**src/rtl/spi_mem_engine.sv**
```systemverilog
// spi_mem_engine
//   Serial memory engine that turns a single-word bus request into one SPI
//   mode-0 frame to either an SPI SRAM or an SPI Flash. A frame is the
//   command byte (0x03 read / 0x02 write), the address, then 16 data bits
//   sent little-endian by byte, each byte MSB first. Flash writes are not
//   supported on the wire and complete immediately without touching the bus.
//
// Parameters
//   SCLK_DIV       : SCLK half-period in clk cycles (0 is treated as 1)
//   RAM_ADDR_BYTES : number of address bytes sent to the SRAM
//
// Ports
//   clk            : system clock, rising edge
//   reset          : synchronous active-low reset
//   req            : transaction request (edge-armed, see 'armed')
//   we             : 1 = write, 0 = read
//   addr           : CPU byte address
//   wdata          : write word
//   cs_select      : 0 = SRAM, 1 = Flash
//   rdata          : last read word (held across writes)
//   ready          : one-cycle completion pulse
//   busy           : transaction in progress
//   spi_sclk       : SPI clock, idle low
//   spi_mosi       : serial data out
//   spi_miso       : serial data in
//   spi_ram_cs_n   : SRAM chip select, active low
//   spi_flash_cs_n : Flash chip select, active low
module spi_mem_engine #(
    parameter int SCLK_DIV       = 1,
    parameter int RAM_ADDR_BYTES = 2
) (
    input  logic        clk,
    input  logic        reset,
    input  logic        req,
    input  logic        we,
    input  logic [15:0] addr,
    input  logic [15:0] wdata,
    input  logic        cs_select,
    output logic [15:0] rdata,
    output logic        ready,
    output logic        busy,
    output logic        spi_sclk,
    output logic        spi_mosi,
    input  logic        spi_miso,
    output logic        spi_ram_cs_n,
    output logic        spi_flash_cs_n
);

    localparam int DIV     = (SCLK_DIV < 1) ? 1 : SCLK_DIV;
    localparam int RAB     = (RAM_ADDR_BYTES < 1) ? 1 : RAM_ADDR_BYTES;
    localparam int RAW     = 8 * RAB;
    localparam int N_RAM   = 24 + RAW;
    localparam int N_FLASH = 48;
    // Frame register is sized for the longer of the two frame formats and
    // holds the frame left-aligned so the next bit is always the MSB.
    localparam int FW      = (N_RAM > N_FLASH) ? N_RAM : N_FLASH;
    localparam int CW      = $clog2(FW + 1);
    localparam int DW      = (DIV < 2) ? 1 : $clog2(DIV);

    typedef enum logic [1:0] {IDLE, SHIFT, HOLD, DONE} state_t;

    state_t          state;
    logic            armed;
    logic            we_q;
    logic [FW-1:0]   tx;
    logic [15:0]     rx;
    logic [DW-1:0]   div_cnt;
    logic [CW-1:0]   bit_cnt;
    logic [CW-1:0]   n_bits;

    logic [FW-1:0]   frame_next;
    logic [7:0]      cmd;
    logic [15:0]     data_le;
    logic [RAW-1:0]  ram_addr;

    // Frame assembled straight from the request inputs; only used on the
    // acceptance edge, after which the shift register owns the bits.
    always_comb begin
        cmd      = we ? 8'h02 : 8'h03;
        data_le  = we ? {wdata[7:0], wdata[15:8]} : 16'h0000;
        ram_addr = RAW'(addr);
        if (cs_select)
            frame_next = FW'({cmd, 12'h000, addr[11:0], data_le}) << (FW - N_FLASH);
        else
            frame_next = FW'({cmd, ram_addr, data_le}) << (FW - N_RAM);
    end

    always_ff @(posedge clk) begin
        if (!reset) begin
            state          <= IDLE;
            armed          <= 1'b1;
            we_q           <= 1'b0;
            busy           <= 1'b0;
            ready          <= 1'b0;
            rdata          <= 16'h0000;
            spi_sclk       <= 1'b0;
            spi_mosi       <= 1'b0;
            spi_ram_cs_n   <= 1'b1;
            spi_flash_cs_n <= 1'b1;
            tx             <= '0;
            rx             <= 16'h0000;
            div_cnt        <= '0;
            bit_cnt        <= '0;
            n_bits         <= '0;
        end else begin
            ready <= 1'b0;
            case (state)
                IDLE: begin
                    // A request must be seen low before another is taken,
                    // so a req held past ready cannot start a second frame.
                    if (!req)
                        armed <= 1'b1;
                    if (req && armed) begin
                        armed <= 1'b0;
                        busy  <= 1'b1;
                        we_q  <= we;
                        if (we && cs_select) begin
                            state <= DONE;
                        end else begin
                            state          <= SHIFT;
                            spi_mosi       <= frame_next[FW-1];
                            tx             <= frame_next << 1;
                            spi_ram_cs_n   <= cs_select;
                            spi_flash_cs_n <= !cs_select;
                            n_bits         <= cs_select ? CW'(N_FLASH) : CW'(N_RAM);
                            bit_cnt        <= '0;
                            div_cnt        <= '0;
                            spi_sclk       <= 1'b0;
                        end
                    end
                end
                SHIFT: begin
                    if (div_cnt == DW'(DIV - 1)) begin
                        div_cnt <= '0;
                        if (!spi_sclk) begin
                            // Rising edge: capture MISO on the same clk edge.
                            spi_sclk <= 1'b1;
                            rx       <= {rx[14:0], spi_miso};
                        end else begin
                            // Falling edge: the only place MOSI is updated.
                            spi_sclk <= 1'b0;
                            if (bit_cnt == n_bits - 1'b1) begin
                                state    <= HOLD;
                                spi_mosi <= 1'b0;
                            end else begin
                                bit_cnt  <= bit_cnt + 1'b1;
                                spi_mosi <= tx[FW-1];
                                tx       <= tx << 1;
                            end
                        end
                    end else begin
                        div_cnt <= div_cnt + 1'b1;
                    end
                end
                HOLD: begin
                    state          <= DONE;
                    spi_ram_cs_n   <= 1'b1;
                    spi_flash_cs_n <= 1'b1;
                end
                DONE: begin
                    state <= IDLE;
                    ready <= 1'b1;
                    busy  <= 1'b0;
                    // First received data byte is the low byte of the word.
                    if (!we_q)
                        rdata <= {rx[7:0], rx[15:8]};
                end
                default: state <= IDLE;
            endcase
        end
    end

endmodule

```
**config.mk**
```make
export PLATFORM = sky130hd
export DESIGN_NAME = spi_mem_engine
export DESIGN_NICKNAME = d
export VERILOG_FILES = /design/src/rtl/spi_mem_engine.sv
export SDC_FILE = /design/constraint.sdc
export NUM_CORES = 1
export LEC_CHECK = 0
export ABC_AREA = 1
export BUFFER_PORTS_ARGS = -buffer_cell sky130_fd_sc_hd__clkbuf_2
export CAP_MARGIN = 20
export CELL_PAD_IN_SITES_DETAIL_PLACEMENT = 0
export CELL_PAD_IN_SITES_GLOBAL_PLACEMENT = 1
export CORE_MARGIN = 2
export CORE_UTILIZATION = 44
export DETAILED_ROUTE_END_ITERATION = 10
export PLACE_DENSITY_LB_ADDON = 0.1
export SYNTH_ARGS = -nofsm -noshare
export SYNTH_HDL_FRONTEND = slang
export SYNTH_SLANG_ARGS = --single-unit
```
**constraint.sdc**
```tcl
create_clock -name clk -period 3.1 [get_ports clk]
set_input_delay 0 -clock clk [delete_from_list [all_inputs] [get_ports clk]]
set_output_delay 0 -clock clk [all_outputs]
set_load 0.01 [all_outputs]
```
==> metrics.csv, run 1 <==
metric,value,unit
worst-skew pair later-pin latency,370,ps
syn_nets,717,
clock-pin transition on the worst setup and hold timing paths,90,ps
vias,4346,
largest net degree at the start of global routing,55,
"Setup violations, final",0,
"Seq/Total Area, Yosys",42.8,%
post-synthesis register bit count,98,
total die area,11200,sq um
Clock Tree Buf Depth,2,
crit path max fanout,43,
worst setup path end,tx[30],
post-route insts no fill,852,
Cells after DPL,834,
initial DRC count,294,
Reg-to-Reg End,tx[30],
initial antenna violation count,0,
I/O Buffers,59,
Area Growth Syn to Fin,12.2,%
Sink Count,98,
fin nets,755,
Most common cell on crit path,nor2_1,
DRC viols,0,
Filler cells,1070,
most frequent cell after synthesis,nor2_1,
Detail Placement HPWL,7.28,mm
WHS,20.3,ps
core area,10200,sq um
r2r setup slk,850,ps
cells after synthesis,673,
CP max stage delay,600,ps
max-slew violation count,0,
total CTS buffers,9,
H-tree depth,3,
period utilization,72.7,%
share of cells above drive strength 1,13.4,%
Reg2Reg Depth,9,
antenna-violating nets left,0,
ant diodes,0,
Total GRT Usage,20.6,%
cell area after synthesis,4580,sq um
gpl congestion,0.748,
crit path launch,state[1],
Worst Path Required,3400,ps
vias in the first global route,3932,
r2r startpoint,state[1],
Max Freq,0.444,GHz
I/O pin count,60,
WL final,11.4,mm
Hold Startpoint,addr[14],
Post-synth top cells,"169 x nor2_1, 125 x nand2_1, 98 x dfxtp_1",
slowest stage cell on the critical path,inv_2,
# rows,37,
Setup crit start kind,flip-flop,
cell taking the most area after synthesis,dfxtp_1,
Tightest Pin Transition,793,ps
Power Dens Cells,1000,nW/um^2
"Async S/R FF share, synth",0,%
max_cap viols,0,
Starting Density,44.8,%
"EDFF count, synth",0,
Die Span X,106,microns
Rel. slew slack,47.1,%
CTS tree,yes,
Yosys Warn Count,0,
final number of hold-violating endpoints,0,
DRT Pass-1 Iters,7,
Setup CP Type,flip-flop to flip-flop,
status,completed,
Area contributors post-synth,"dfxtp_1 43%, nor2_1 14%, nand2_1 10%, nand3_1 6.8%, o21ai_0 5.8%",
Yosys top cell area share,42.8,%
ys flop type,dfxtp_1,
CTS root buf,clkbuf_8,
global-route wire length before repair,18.8,mm
Peak supply drop,424,uV
Final min period,2250,ps
CTS resizes,0,
clk_skew,9.65,ps
unrepaired setup endpoints after global routing,false,
die height,106,microns
crit end category,flip-flop,
worst hold-check path type,input pin to flip-flop,
Leak,2.34,nW
worst path cell trace,"inv_1, ha_2, buf_4, o21ai_2, nor2_4, nand2_2, inv_2, nor2_1, nor2_1",
Mean Syn Cell Area,6.80,sq um
final setup TNS,0,ps
grt ovf,0,
Worst EP arrival,2560,ps
DR WL/cell,13.4,microns
drt via density,5.10,
post-synthesis cell type count,31,
==> critical path: cells and delay by family (launching register included) <==
family,cells,cell delay [ps]
AOI/OAI and AO/OA,1,150
DFF,1,340
adders and majority gates,1,190
and+or+nand+nor,4,480
buffers and inverters,3,1010
==> what timing repair did <==
item                                   in CTS  in global routing
setup buffers                               0                  0
endpoints found under the hold margin       3                  0
hold buffers                                2                  0
==> report_power, final <==
| group | internal [W] | switching [W] | total (W) |
|---|---|---|---|
| Clock | 0.000478 | 0.000458 | 0.000936 |
| Combinational | 0.000783 | 0.00152 | 0.00230 |
| Sequential | 0.00168 | 0.000234 | 0.00192 |
| Total | 0.00295 | 0.00221 | 0.00516 |
==> layer usage <==
metal  wire length [microns]  global-route usage (%)
met5                       0                       0
met4                     150                    7.05
met3                     480                    3.19
met2                    5340                    34.4
met1                    5410                    27.2
==> sequential cells by signal, summed over array words and instances (netlist names), 2 cells and up <==
name and count:
rx 16, state 2, n_bits 3, rdata 16, bit_cnt 6, tx 47
==> metrics by stage <==
stage                     util, %  power, W  worst slack, ps  cell area, sq um
after global placement       47.8   0.00420              885              4890
after floorplan                 -   0.00383             1470              4580
after detailed placement     47.8   0.00425              829              4890
after global routing         50.2   0.00563              631              5140
final                        50.2   0.00516              847              5140
after CTS                    50.2   0.00520              805              5140
==> worst min path at each step <==
stage	cells after the start	end
floorplan	2	spi_ram_cs_n
global placement	3	rx[0]
detailed placement	3	rx[0]
CTS	5	tx[39]
global route	5	tx[23]
finish	5	tx[39]
==> final cells by class <==
type | count | area [sq um] | share of cell area, %
Clock inverter | 6 | 90.1 | 1.75
Tap cell | 136 | 170 | 3.31
Clock buffer | 10 | 138 | 2.68
Sequential cell | 98 | 1960 | 38.2
Timing Repair Buffer | 69 | 375 | 7.30
Inverter | 43 | 161 | 3.14
Multi-Input combinational cell | 490 | 2240 | 43.6
==> kinds of logic after synthesis <==
family | count (synthesis) | share of synthesized area [%]
XOR/XNOR | 1 | 0.191
adder cells (fa/ha/maj) | 6 | 1.64
flip-flops | 98 | 42.8
AO/OA/AOI/OAI | 116 | 14.4
buffers and inverters | 85 | 8.25
AND/OR/NAND/NOR | 367 | 32.7
==> placed cells by master, fill, tap and decap left out, types with 3 or more instances in the layout <==
master    instances
nand3_1          62
a22oi_1          19
a211oi_1          3
clkbuf_2         59
inv_2             3
clkbuf_8         10
inv_1            39
ha_1              5
dfxtp_1          98
nand2_1         125
o21ai_0          53
buf_4             8
a21oi_1          34
nor2_1          169
Note: power is estimated with default switching activity, not from simulation.
==> run 2: changes to the inputs <==
--- a/config.mk
+++ b/config.mk
@@ -11,7 +11,7 @@
 export CELL_PAD_IN_SITES_DETAIL_PLACEMENT = 0
 export CELL_PAD_IN_SITES_GLOBAL_PLACEMENT = 1
 export CORE_MARGIN = 2
-export CORE_UTILIZATION = 44
+export CORE_UTILIZATION = 41
 export DETAILED_ROUTE_END_ITERATION = 10
 export PLACE_DENSITY_LB_ADDON = 0.1
 export SYNTH_ARGS = -nofsm -noshare
==> constraint.sdc (replaced) <==
create_clock -name clk -period 2.15 [get_ports clk]
set_input_delay 0 -clock clk [delete_from_list [all_inputs] [get_ports clk]]
set_output_delay 0 -clock clk [all_outputs]
set_load 0.01 [all_outputs]
==> run 2 against run 1 <==
  * Critical endpoint is now tx[28]
  * Highest routed layer unchanged
  * Total power is 45% higher
  * Global-route usage is 0.34 points higher
  * Critical path depth stayed put
  * Clock-buffer cell count is 1 higher
  * Via count is 0.18% lower
  * Worst hold slack worse by 6.0 ps
  * Die area is 7.0% higher
  * Worst setup slack worse by 620 ps
==> metrics.csv, run 2 (synthesized netlist as in run 1, its figures left out) <==
metric,value,unit
Max Freq,0.520,GHz
vias,4338,
crit path max fanout,18,
Final min period,1920,ps
Peak supply drop,600,uV
Starting Density,42.1,%
DR WL/cell,13.6,microns
Worst Path Required,2420,ps
post-route insts no fill,866,
max_cap viols,0,
postcts setup bufs,0,
unrepaired setup endpoints after global routing,false,
placed inst area,4990,sq um
# rows,38,
Total GRT Usage,20.9,%
Top reg by flops,tx,
crit end category,flip-flop,
total die area,12000,sq um
fin nets,765,
ant diodes,0,
Largest register FFs,47,
Power Dens Cells,1430,nW/um^2
Worst EP arrival,2190,ps
worst hold-check path type,input pin to flip-flop,
Tightest Pin Transition,635,ps
global-route wire length before repair,19.8,mm
largest net degree at the start of global routing,39,
"leading cell type in the layout, fill and taps excluded",nor2_1,
drt via density,5.01,
CTS root buf,clkbuf_8,
period utilization,89.5,%
DRC viols,0,
fin area,5210,sq um
r2r setup slk,230,ps
grt ovf,0,
WHS,14.3,ps
number of hold buffers added after CTS,3,
I/O pin count,60,
met3 wire len,409,microns
vias in the first global route,4183,
Area Growth Syn to Fin,13.9,%
Setup crit start kind,flip-flop,
Multi-input gate area,2240,sq um
core area,10900,sq um
Filler cells,1139,
status,completed,
initial antenna violation count,0,
Setup CP Type,flip-flop to flip-flop,
clock-pin transition on the worst setup and hold timing paths,90,ps
most frequent cells in the layout,"169 x nor2_1, 125 x nand2_1, 98 x dfxtp_1, 62 x nand3_1, 59 x clkbuf_2",
clk_skew,9.32,ps
WL met2,5.35,mm
max-slew violation count,0,
fin worst setup slack,227,ps
Sink Count,98,
Place WS,236,ps
final number of hold-violating endpoints,0,
worst-skew pair later-pin latency,370,ps
I/O Buffers,59,
DRT Pass-1 Iters,4,
gpl congestion,0.794,
share of cells above drive strength 1,14.3,%
register area,1960,sq um
"Setup violations, final",0,
Leak,2.38,nW
CTS tree,yes,
Metal-1 WL,5.78,mm
final setup TNS,0,ps
CTS resizes,0,
Cells after DPL,847,
uppermost layer routed,met4,
Detail Placement HPWL,7.93,mm
Clock Tree Buf Depth,2,
Rel. slew slack,57.7,%
Largest regs,"tx (47), rdata (16), rx (16)",
initial DRC count,298,
H-tree depth,3,
Die Span X,110,microns
antenna-violating nets left,0,
die height,110,microns
total CTS buffers,9,
WL final,11.8,mm
[run 2: cell types whose count changed in the layout (fill, tap and decap cells not counted)]
| cell | previous run | this run |
|---|---|---|
| bufinv_16 | 2 | 1 |
| clkinv_4 | 2 | 1 |
| buf_4 | 8 | 15 |
| dlygate4sd3_1 | 2 | 3 |
| clkbuf_1 | 0 | 1 |
| clkinv_2 | 1 | 3 |
| buf_12 | 0 | 2 |
| clkinvlp_4 | 1 | 0 |
[run 2: metrics by stage]
stage,total power [W],utilization [%]
after global routing,0.00820,47.9
after detailed placement,0.00631,45.8
after global placement,0.00625,45.8
after CTS,0.00754,47.9
final,0.00747,47.9
after floorplan,0.00552,-
[run 2: worst paths after layout]
| kind | to | depth (start not counted) | start |
|---|---|---|---|
| worst max-delay path | tx[28] | 9 | state[1] |
| worst min-delay path | tx[39] | 5 | addr[14] |
| worst max register to register | tx[28] | 9 | state[1] |
| worst min register to register | tx[1] | 2 | tx[1] |
[run 2: metal layers]
| metal | global-route usage (%) | vias to the layer above |
|---|---|---|
| met1 | 26.9 | 1985 |
| met5 | 0 | - |
| li1 | - | 2263 |
| met4 | 9.04 | 0 |
| met2 | 34.6 | 74 |
| met3 | 3.56 | 16 |
[run 2: layout make-up]
type,instances,area share [%]
sequential,98,37.6
tap,140,3.36
clock buffer,11,2.71
clock inverter,5,1.03
multi-input combinational,490,43.0
timing repair buffer,79,9.17
inverter,43,3.10
[run 2: worst max-delay path: stages (launching register included)]
cell and delay, ps:
dfxtp_1 350, inv_1 90, ha_2 310, buf_4 280, nand3_2 140, nand2_2 210
inv_2 90, buf_4 190, nor2_1 110, nor2_1 40
[run 2: report_power, final]
part	switching (W)	internal, W	leakage, nW	total (W)
registers	0.000338	0.00243	0.803	0.00277
clock network	0.000637	0.000567	0.103	0.00120
logic	0.00223	0.00127	1.48	0.00350
total	0.00321	0.00426	2.38	0.00747
